## config.mk

```make
export PLATFORM = sky130hd
export DESIGN_NAME = sreg_out_flat
export DESIGN_NICKNAME = d
export VERILOG_FILES = /design/src/rtl/sreg_out_if.sv /design/src/rtl/sreg_out.sv /design/src/flat_wrapper.sv
export SDC_FILE = /design/constraint.sdc
export NUM_CORES = 1
export LEC_CHECK = 0
export BUFFER_PORTS_ARGS = -buffer_cell sky130_fd_sc_hd__buf_2
export CAP_MARGIN = 20
export CORE_UTILIZATION = 56
export DETAILED_ROUTE_END_ITERATION = 8
export GPL_TIMING_DRIVEN = 1
export PLACE_DENSITY = 0.82
export SETUP_SLACK_MARGIN = 0.5
export SLEW_MARGIN = 15
export SYNTH_ARGS = -nofsm -noshare
export SYNTH_HDL_FRONTEND = slang
export SYNTH_SLANG_ARGS = --single-unit
export TNS_END_PERCENT = 50
```

## constraint.sdc

```tcl
create_clock -name clk -period 3.03 [get_ports clk]
set_input_delay 0.1515 -clock clk [delete_from_list [all_inputs] [get_ports clk]]
set_output_delay 0.1515 -clock clk [all_outputs]
set_load 0.01 [all_outputs]
```

## src/rtl/sreg_out_if.sv

```systemverilog
// sreg_out_if: groups the parallel-load handshake, the MCU serial pins and the
// status outputs of sreg_out into one bundle.
//   master : the side that supplies data/load and plays the MCU (drives sclk, cs_n)
//   slave  : the shift register itself (drives ready, sout, done, abort, underrun, debug)
// Signals:
//   data[DWIDTH-1:0]  parallel word to transmit
//   load              one-cycle capture strobe, honoured only while ready=1
//   ready             block can accept load
//   sclk, cs_n        asynchronous serial clock / active-low select from the MCU
//   sout              serial data to the MCU, MSB first
//   done, abort       one-cycle completion / early-termination pulses
//   underrun          sticky: MCU clocked while nothing was loaded
//   debug[7:0]        {state[1:0], bit_cnt[5:0]}
interface sreg_out_if #(
    parameter int unsigned DWIDTH = 8
);
    logic [DWIDTH-1:0] data;
    logic              load;
    logic              ready;
    logic              sclk;
    logic              cs_n;
    logic              sout;
    logic              done;
    logic              abort;
    logic              underrun;
    logic [7:0]        debug;

    modport master (
        output data, load, sclk, cs_n,
        input  ready, sout, done, abort, underrun, debug
    );

    modport slave (
        input  data, load, sclk, cs_n,
        output ready, sout, done, abort, underrun, debug
    );
endinterface

```

## src/rtl/sreg_out.sv

```systemverilog
// sreg_out: parallel-in / serial-out shift register read by an external MCU.
// A word is loaded through the data/load/ready handshake, then shifted out MSB
// first on the MCU's sclk while cs_n is low. sclk and cs_n are asynchronous to clk
// and are synchronized before use, which limits sclk to clk/(2*(SYNC_STAGES+2)).
// Ports:
//   clk    sole clock, rising edge
//   reset  synchronous active-high reset
//   bus    sreg_out_if slave modport (data, load, ready, sclk, cs_n, sout,
//          done, abort, underrun, debug)
// Parameters:
//   DWIDTH       word width and bits per transfer (>= 2, <= 63 for full debug view)
//   SYNC_STAGES  synchronizer depth for sclk and cs_n, 2..3
module sreg_out #(
    parameter int unsigned DWIDTH      = 8,
    parameter int unsigned SYNC_STAGES = 2
) (
    input logic       clk,
    input logic       reset,
    sreg_out_if.slave bus
);

    // Wide enough to hold DWIDTH itself so the count never wraps mid-transfer.
    localparam int unsigned CW = $clog2(DWIDTH + 1);
    localparam logic [CW-1:0] LastCnt = CW'(DWIDTH - 1);

    typedef enum logic [1:0] {
        StIdle   = 2'd0,
        StLoaded = 2'd1,
        StShift  = 2'd2,
        StFin    = 2'd3
    } state_e;

    // ------------------------------------------------------------------
    // Synchronizers and edge detection
    // ------------------------------------------------------------------
    logic [SYNC_STAGES-1:0] sclk_sync_q;
    logic [SYNC_STAGES-1:0] cs_sync_q;
    logic                   sclk_prev_q;
    logic                   cs_prev_q;

    logic sclk_s;
    logic cs_s;
    logic sclk_rise;
    logic cs_fall;
    logic cs_rise;

    always_ff @(posedge clk) begin
        if (reset) begin
            sclk_sync_q <= '0;
            cs_sync_q   <= '1;
            sclk_prev_q <= 1'b0;
            cs_prev_q   <= 1'b1;
        end else begin
            sclk_sync_q <= {sclk_sync_q[SYNC_STAGES-2:0], bus.sclk};
            cs_sync_q   <= {cs_sync_q[SYNC_STAGES-2:0], bus.cs_n};
            sclk_prev_q <= sclk_sync_q[SYNC_STAGES-1];
            cs_prev_q   <= cs_sync_q[SYNC_STAGES-1];
        end
    end

    assign sclk_s    = sclk_sync_q[SYNC_STAGES-1];
    assign cs_s      = cs_sync_q[SYNC_STAGES-1];
    assign sclk_rise = sclk_s & ~sclk_prev_q;
    assign cs_fall   = ~cs_s & cs_prev_q;
    assign cs_rise   = cs_s & ~cs_prev_q;

    // ------------------------------------------------------------------
    // Datapath and FSM state
    // ------------------------------------------------------------------
    state_e            state_q, state_d;
    logic [DWIDTH-1:0] shreg_q, shreg_d;
    logic [CW-1:0]     bit_cnt_q, bit_cnt_d;
    logic              underrun_q, underrun_d;
    logic              abort_q, abort_d;

    logic last_shift;

    always_ff @(posedge clk) begin
        if (reset) begin
            state_q    <= StIdle;
            shreg_q    <= '0;
            bit_cnt_q  <= '0;
            underrun_q <= 1'b0;
            abort_q    <= 1'b0;
        end else begin
            state_q    <= state_d;
            shreg_q    <= shreg_d;
            bit_cnt_q  <= bit_cnt_d;
            underrun_q <= underrun_d;
            abort_q    <= abort_d;
        end
    end

    // The edge that shifts out the final bit; it takes priority over a
    // simultaneous cs_n rise so a completed word is never reported as aborted.
    assign last_shift = sclk_rise && (bit_cnt_q == LastCnt);

    always_comb begin
        state_d    = state_q;
        shreg_d    = shreg_q;
        bit_cnt_d  = bit_cnt_q;
        underrun_d = underrun_q;
        abort_d    = 1'b0;

        unique case (state_q)
            StIdle: begin
                if (sclk_rise && !cs_s) begin
                    underrun_d = 1'b1;
                end
                // An accepted load clears underrun even if the MCU clocked
                // in the same cycle.
                if (bus.load) begin
                    shreg_d    = bus.data;
                    bit_cnt_d  = '0;
                    underrun_d = 1'b0;
                    state_d    = StLoaded;
                end
            end

            StLoaded: begin
                // cs_n already low on entry counts the same as a fresh falling
                // edge; a cs_n rise here is harmless and keeps the word.
                if (cs_fall || !cs_s) begin
                    state_d = StShift;
                end
            end

            StShift: begin
                if (sclk_rise) begin
                    shreg_d   = {shreg_q[DWIDTH-2:0], 1'b0};
                    bit_cnt_d = bit_cnt_q + CW'(1);
                    if (last_shift) begin
                        state_d = StFin;
                    end
                end
                if (cs_rise && !last_shift) begin
                    abort_d   = 1'b1;
                    shreg_d   = '0;
                    bit_cnt_d = '0;
                    state_d   = StIdle;
                end
            end

            StFin: begin
                state_d = StIdle;
            end

            default: begin
                state_d = StIdle;
            end
        endcase
    end

    // ------------------------------------------------------------------
    // Outputs
    // ------------------------------------------------------------------
    // sout follows the registered shreg MSB, so it changes the cycle after an
    // sclk edge is detected and holds for the whole following low phase.
    assign bus.ready    = (state_q == StIdle);
    assign bus.sout     = ((state_q == StLoaded) || (state_q == StShift)) ?
                          shreg_q[DWIDTH-1] : 1'b0;
    assign bus.done     = (state_q == StFin);
    assign bus.abort    = abort_q;
    assign bus.underrun = underrun_q;
    assign bus.debug    = {state_q, 6'(bit_cnt_q)};

endmodule

```

## src/flat_wrapper.sv

```systemverilog
// flat-port wrapper written by rule: the top's interface ports become plain ports
module sreg_out_flat 
#(
    parameter int unsigned DWIDTH      = 8,
    parameter int unsigned SYNC_STAGES = 2
)
  (clk, reset, bus_data, bus_load, bus_sclk, bus_cs_n, bus_ready, bus_sout, bus_done, bus_abort, bus_underrun, bus_debug);
  sreg_out_if #(.DWIDTH(DWIDTH)) bus_i ();
  input logic clk;
  input logic reset;
  input wire logic [$bits(bus_i.data)-1:0] bus_data;
  input wire logic [$bits(bus_i.load)-1:0] bus_load;
  input wire logic [$bits(bus_i.sclk)-1:0] bus_sclk;
  input wire logic [$bits(bus_i.cs_n)-1:0] bus_cs_n;
  output wire logic [$bits(bus_i.ready)-1:0] bus_ready;
  output wire logic [$bits(bus_i.sout)-1:0] bus_sout;
  output wire logic [$bits(bus_i.done)-1:0] bus_done;
  output wire logic [$bits(bus_i.abort)-1:0] bus_abort;
  output wire logic [$bits(bus_i.underrun)-1:0] bus_underrun;
  output wire logic [$bits(bus_i.debug)-1:0] bus_debug;
  assign bus_i.data = bus_data;
  assign bus_i.load = bus_load;
  assign bus_i.sclk = bus_sclk;
  assign bus_i.cs_n = bus_cs_n;
  assign bus_ready = bus_i.ready;
  assign bus_sout = bus_i.sout;
  assign bus_done = bus_i.done;
  assign bus_abort = bus_i.abort;
  assign bus_underrun = bus_i.underrun;
  assign bus_debug = bus_i.debug;
  sreg_out #(.DWIDTH(DWIDTH), .SYNC_STAGES(SYNC_STAGES)) u_core (.clk(clk), .reset(reset), .bus(bus_i));
endmodule
```

* Word level (Yosys, flattened, before mapping)
Index checks and enable logic that the tools add are counted.
** Operators by class
- Reductions and logical operators :: 14
- $mul :: 0
- Equality and inequality tests :: 8
- Div/mod/pow operators :: 0
- $add $sub $neg :: 1
- Shift-type cells :: 0
- Bitwise logic cells :: 7
- Order comparisons :: 0
- Muxes and demuxes :: 18
** Operators with widths (count)
- two-way mux 8 bit :: 3
- case mux 8 bit (2 select lines) :: 1
- two-way mux 4 bit :: 3
- two-way mux 2 bit :: 5
- case mux 2 bit (4 select lines) :: 1
- case mux 4 bit (2 select lines) :: 1
- inequality test 3 x 1 -> 1 bit, second input constant :: 2
- adder 4 x 1 -> 4 bit, second input constant :: 1
- equality test 2 bit, second input constant :: 2
- equality test 4 x 3 -> 1 bit, second input constant :: 1
- two-way mux 1 bit :: 4
- inverter 1 bit :: 4
- AND reduction 4 bit :: 1
- nonzero test 2 bit :: 2
- bitwise AND 1 bit :: 3
- logical AND 1 bit :: 3
- AND reduction 3 bit :: 1
- equality test 2 x 1 -> 1 bit, second input constant :: 1
- zero test 1 bit :: 2
- zero test 2 bit :: 1
- logical OR 1 bit :: 2
- inequality test 2 x 1 -> 1 bit, second input constant :: 1
- inequality test 2 bit, second input constant :: 1
- AND reduction 2 bit :: 1
- OR reduction 2 bit :: 1
** Word-level totals
- Memories kept :: 0
- Register bits :: 22
- Output and inout bits :: 13
- Memory bits (read-only) :: 0
- Input bits :: 13
- Bits in writable memories :: 0
- Latch bits :: 0
- Word-level logic and storage cells :: 57

* Logic depth before layout (Yosys ltp)
- Depth after elaboration :: 7
- Depth in mapped cells :: 7

* Least setup slack after synthesis
OpenSTA, ideal clock, no wires.
- Kind :: flip-flop to flip-flop
- Start point :: register u_core.state_q[0]
- End point :: register u_core.bit_cnt_q[0]
- Arrival time :: 1.639 ns
- Path slack :: 1.304 ns
- Required time :: 2.943 ns
- Cell stages (with the launch flop) :: 7
- Cell sequence :: dfxtp_1 > inv_1 > ha_1 > mux2i_1 > a31oi_4 > or3b_2 > o31ai_1
** On the way
- Cells in the longest elaborated chain, start to end :: 3
- Elaborated cells between the ends (all ways) :: 7
** RTL lines
- from (decl) :: line sreg_out.sv:70 : state_e state_q, state_d;
- from (signal assigned) :: line sreg_out.sv:80 : state_q <= StIdle;
- from (signal assigned) :: line sreg_out.sv:86 : state_q <= state_d;
- zero test 2 bit (*)
- via bus_ready :: line flat_wrapper.sv:15 : output wire logic [$bits(bus_i.ready)-1:0] bus_ready;
- inequality test 2 bit (no line) or nonzero test 2 bit (tied branches)
- AND reduction 3 bit (no line)
- to (signal assigned) :: line sreg_out.sv:88 : bit_cnt_q <= bit_cnt_d;
- to (decl) :: line sreg_out.sv:72 : logic [CW-1:0] bit_cnt_q, bit_cnt_d;
Mark *: on every way through the listed nets, which the timed path passes. The rest lies on a longest branch.
A chain may end at the register's enable or synchronous reset.

* Worst setup path after layout
- Start point :: register u_core.state_q[0]
- End point :: register u_core.bit_cnt_q[1]
** On the way
- Cells in the longest elaborated chain, start to end :: 3
- Elaborated cells between the ends (all ways) :: 7
** RTL lines
- equality test 2 bit or zero test 2 bit (tied branches) :: line sreg_out.sv:105 : unique case (state_q)
- inequality test 3 x 1 -> 1 bit (no line), or another cell as far along
- AND reduction 3 bit (no line)
Parallel ways exist; a longest one is shown, timed or not.

==> qor.txt <==
Status -> complete, no violations
CTS buffer count -> 3
DIE AREA -> 2230 um2
Clk buf depth -> 2
Setup TNS -> 0 ns
Synth Area per Inst -> 9.72 um2
Sequential share of the synthesized area -> 38.4%
Peak fanout along the critical path -> 23
Slew @ Worst Pin -> 0.675 ns
Vias in the first global route -> 719
Worst Skew -> 0.0148 ns
DRC -> 0
TritonCTS clock tree -> yes
Cells after synthesis -> 118
# H-tree levels -> 1
Post-route ant nets -> 0
Worst-Skew Late Latency -> 0.31 ns
Synth warn -> 0
F_max -> 0.453 GHz
I/O Pins -> 26
Worst-path clk slew -> 0.12 ns
CP Data Arrival Time -> 2.45 ns
Max Slew Vio Count -> 0
Crit path launch type -> register
Rows -> 16
# hold bufs at CTS -> 0
Comb power frac -> 41.4%
GR Util All Layers -> 20.7%
Post-Syn Area -> 1150 um2
Hold slack -> 0.0342 ns
Most frequent cells in the layout -> 23 x buf_2, 22 x dfxtp_1, 11 x nand2b_1, 9 x nor2_1, 7 x a311oi_2
TritonRoute pass-1 iters -> 4
Max-cap viol count -> 0
Setup WS pre-CTS -> 0.852 ns
Clock network power share -> 15.0%
Worst VDD drop -> 382 uV
Final WL -> 2120 um
Rel. slew slack -> 54.8%
Wire per inst -> 13.0 um
RSZ-0062 raised after global routing -> no
Post-synthesis cell type count -> 38
Initial Utilization -> 59.1%
Postcts setup bufs -> 0
Overall power -> 873 uW
Filler instances -> 183
Port bufs -> 23
Net count, final -> 157
Initial antenna violation count -> 0
Vias per inst -> 5.50
#FFs+latches synth -> 22
Post-CTS sizing -> 0
Leakage power -> 0.000495 uW
Min-Delay Path Class -> in2reg
Clock sinks -> 22
Kind of critical path -> reg2reg
Period Utilization, post-route -> 72.8%
Core Footprint -> 1940 um2
Required time worst endpoint -> 3.28 ns
# diodes -> 0
CP endpoint kind -> register
Largest net degree at the start of global routing -> 26
P_int -> 545 uW
Post-route setup slack -> 0.823 ns
Post-DP HPWL -> 1500 um
Most common cell after layout, fill and taps aside -> buf_2
Share of layout cells above drive strength 1 -> 30.9%
Synth-to-layout area growth -> 9.92%
Placer congestion estimate -> 0.714
Die width -> 47.3 um
First-pass GRT wire length -> 3150 um
Endpoints failing hold -> 0
Initial DRC count -> 9
Endpoints failing setup -> 0
Sw frac -> 37.6%
Multi-input gate area -> 627 um2
Die Ht -> 47.3 um
Via count -> 897
Placed cell areas -> 1240 um2
CTS root buf -> clkbuf_4
Register area -> 440 um2
Post-route cell area -> 1260 um2
Grt ovf -> 0
Cell Pwr Density -> 692 nW/um2
Fin crit period -> 2.21 ns
Sw Pwr -> 328 uW
Flop pwr share -> 43.6%
==> sequential cells by signal, summed over array words and instances (netlist names), 2 cells and up <==
| name | count |
|---|---|
| u_core.bit_cnt_q | 4 |
| u_core.cs_sync_q | 2 |
| u_core.sclk_sync_q | 2 |
| u_core.shreg_q | 8 |
| u_core.state_q | 2 |
==> stage by stage <==
step	utilization [%]	cells
2_1_floorplan	-	119
4_1_cts	64.9	163
3_5_place_dp	63.8	160
5_1_grt	64.9	163
6_report	64.9	163
3_3_place_gp	63.8	160
==> synthesized netlist by cell type <==
master    instances  area share, %
buf_6             2            2.0
buf_2             1           0.44
ha_1              6            6.5
nor2b_1           3            1.6
a31oi_4           1            1.9
or3b_2            1           0.76
mux2i_1           1           0.87
nand2b_4          2            2.4
nor2_1            9            2.9
nor4b_1           1           0.76
a21oi_1           3            1.3
o311ai_1          1           0.76
clkbuf_1          3           0.98
o211ai_1          2            1.3
o21ai_0           2           0.87
nor3b_1           2            1.3
nand3b_1          1           0.65
o21ai_1           5            2.2
inv_1             6            2.0
o21ai_2           1           0.76
conb_1            1           0.33
a311oi_2          7            9.2
and2_1            2            1.1
or3_1             1           0.55
a22oi_1           1           0.65
buf_4             3            2.0
or2_2             3            1.6
nand2b_1         11            6.0
o32ai_1           1           0.76
a211oi_1          2            1.3
nor3_1            2           0.87
a21boi_1          1           0.65
nor3_2            1           0.87
o31ai_1           2            1.3
a31oi_1           1           0.55
dfxtp_1          22             38
nand2_1           1           0.33
nand3_1           3            1.3
==> logic make-up after synthesis <==
logic type / count (synthesis) / synth area share [%]
AOI/OAI and AO/OA: 30 / 23.4
other: 1 / 0.327
muxes: 1 / 0.872
buffers and inverters: 15 / 7.31
DFF: 22 / 38.4
and+or+nand+nor: 43 / 23.1
adders and majority gates: 6 / 6.54
==> critical path, stage by stage (launching register included) <==
cell,delay (ns)
dfxtp_1,0.36
inv_1,0.13
ha_1,0.46
mux2i_1,0.20
a31oi_4,0.58
o211ai_1,0.22
a21oi_1,0.19
==> power by group through the flow <==
stage | sequential [uW] | clock, uW | combinational [uW]
6_report | 380 | 131 | 361
3_3_place_gp | 383 | 0 | 350
2_1_floorplan | 382 | 0 | 314
4_1_cts | 380 | 134 | 362
3_5_place_dp | 385 | 0 | 362
5_1_grt | 386 | 146 | 401
==> cell type report <==
type	count	area share, %
Timing Repair Buffer	23	9.13
Sequential cell	22	34.9
Tap cell	27	2.68
Clock buffer	3	1.79
Multi-Input combinational cell	82	49.7
Inverter	6	1.79
==> per-layer routing <==
layer / vias to the layer above / share of wire, % / GRT usage, %
met1: 423 / 45 / 25.5
met3: 5 / 3.2 / 3.46
met4: 0 / 2.0 / 12.0
met2: 18 / 49 / 33.7
met5: - / 0 / 0
li1: 451 / - / -
==> worst paths after layout <==
path | from | to | slack (ns) | cells after the start
max | u_core.state_q[0]$_SDFFE_PP0P_ | u_core.bit_cnt_q[1]$_SDFFE_PP0P_ | 0.82 | 6
min | bus_cs_n | u_core.cs_sync_q[0]$_SDFF_PP1_ | 0.03 | 2
max reg2reg | u_core.state_q[0]$_SDFFE_PP0P_ | u_core.bit_cnt_q[1]$_SDFFE_PP0P_ | 0.82 | 6
min reg2reg | u_core.cs_sync_q[0]$_SDFF_PP1_ | u_core.cs_sync_q[1]$_SDFF_PP1_ | 0.44 | 1
(Power assumes the default switching activity.)
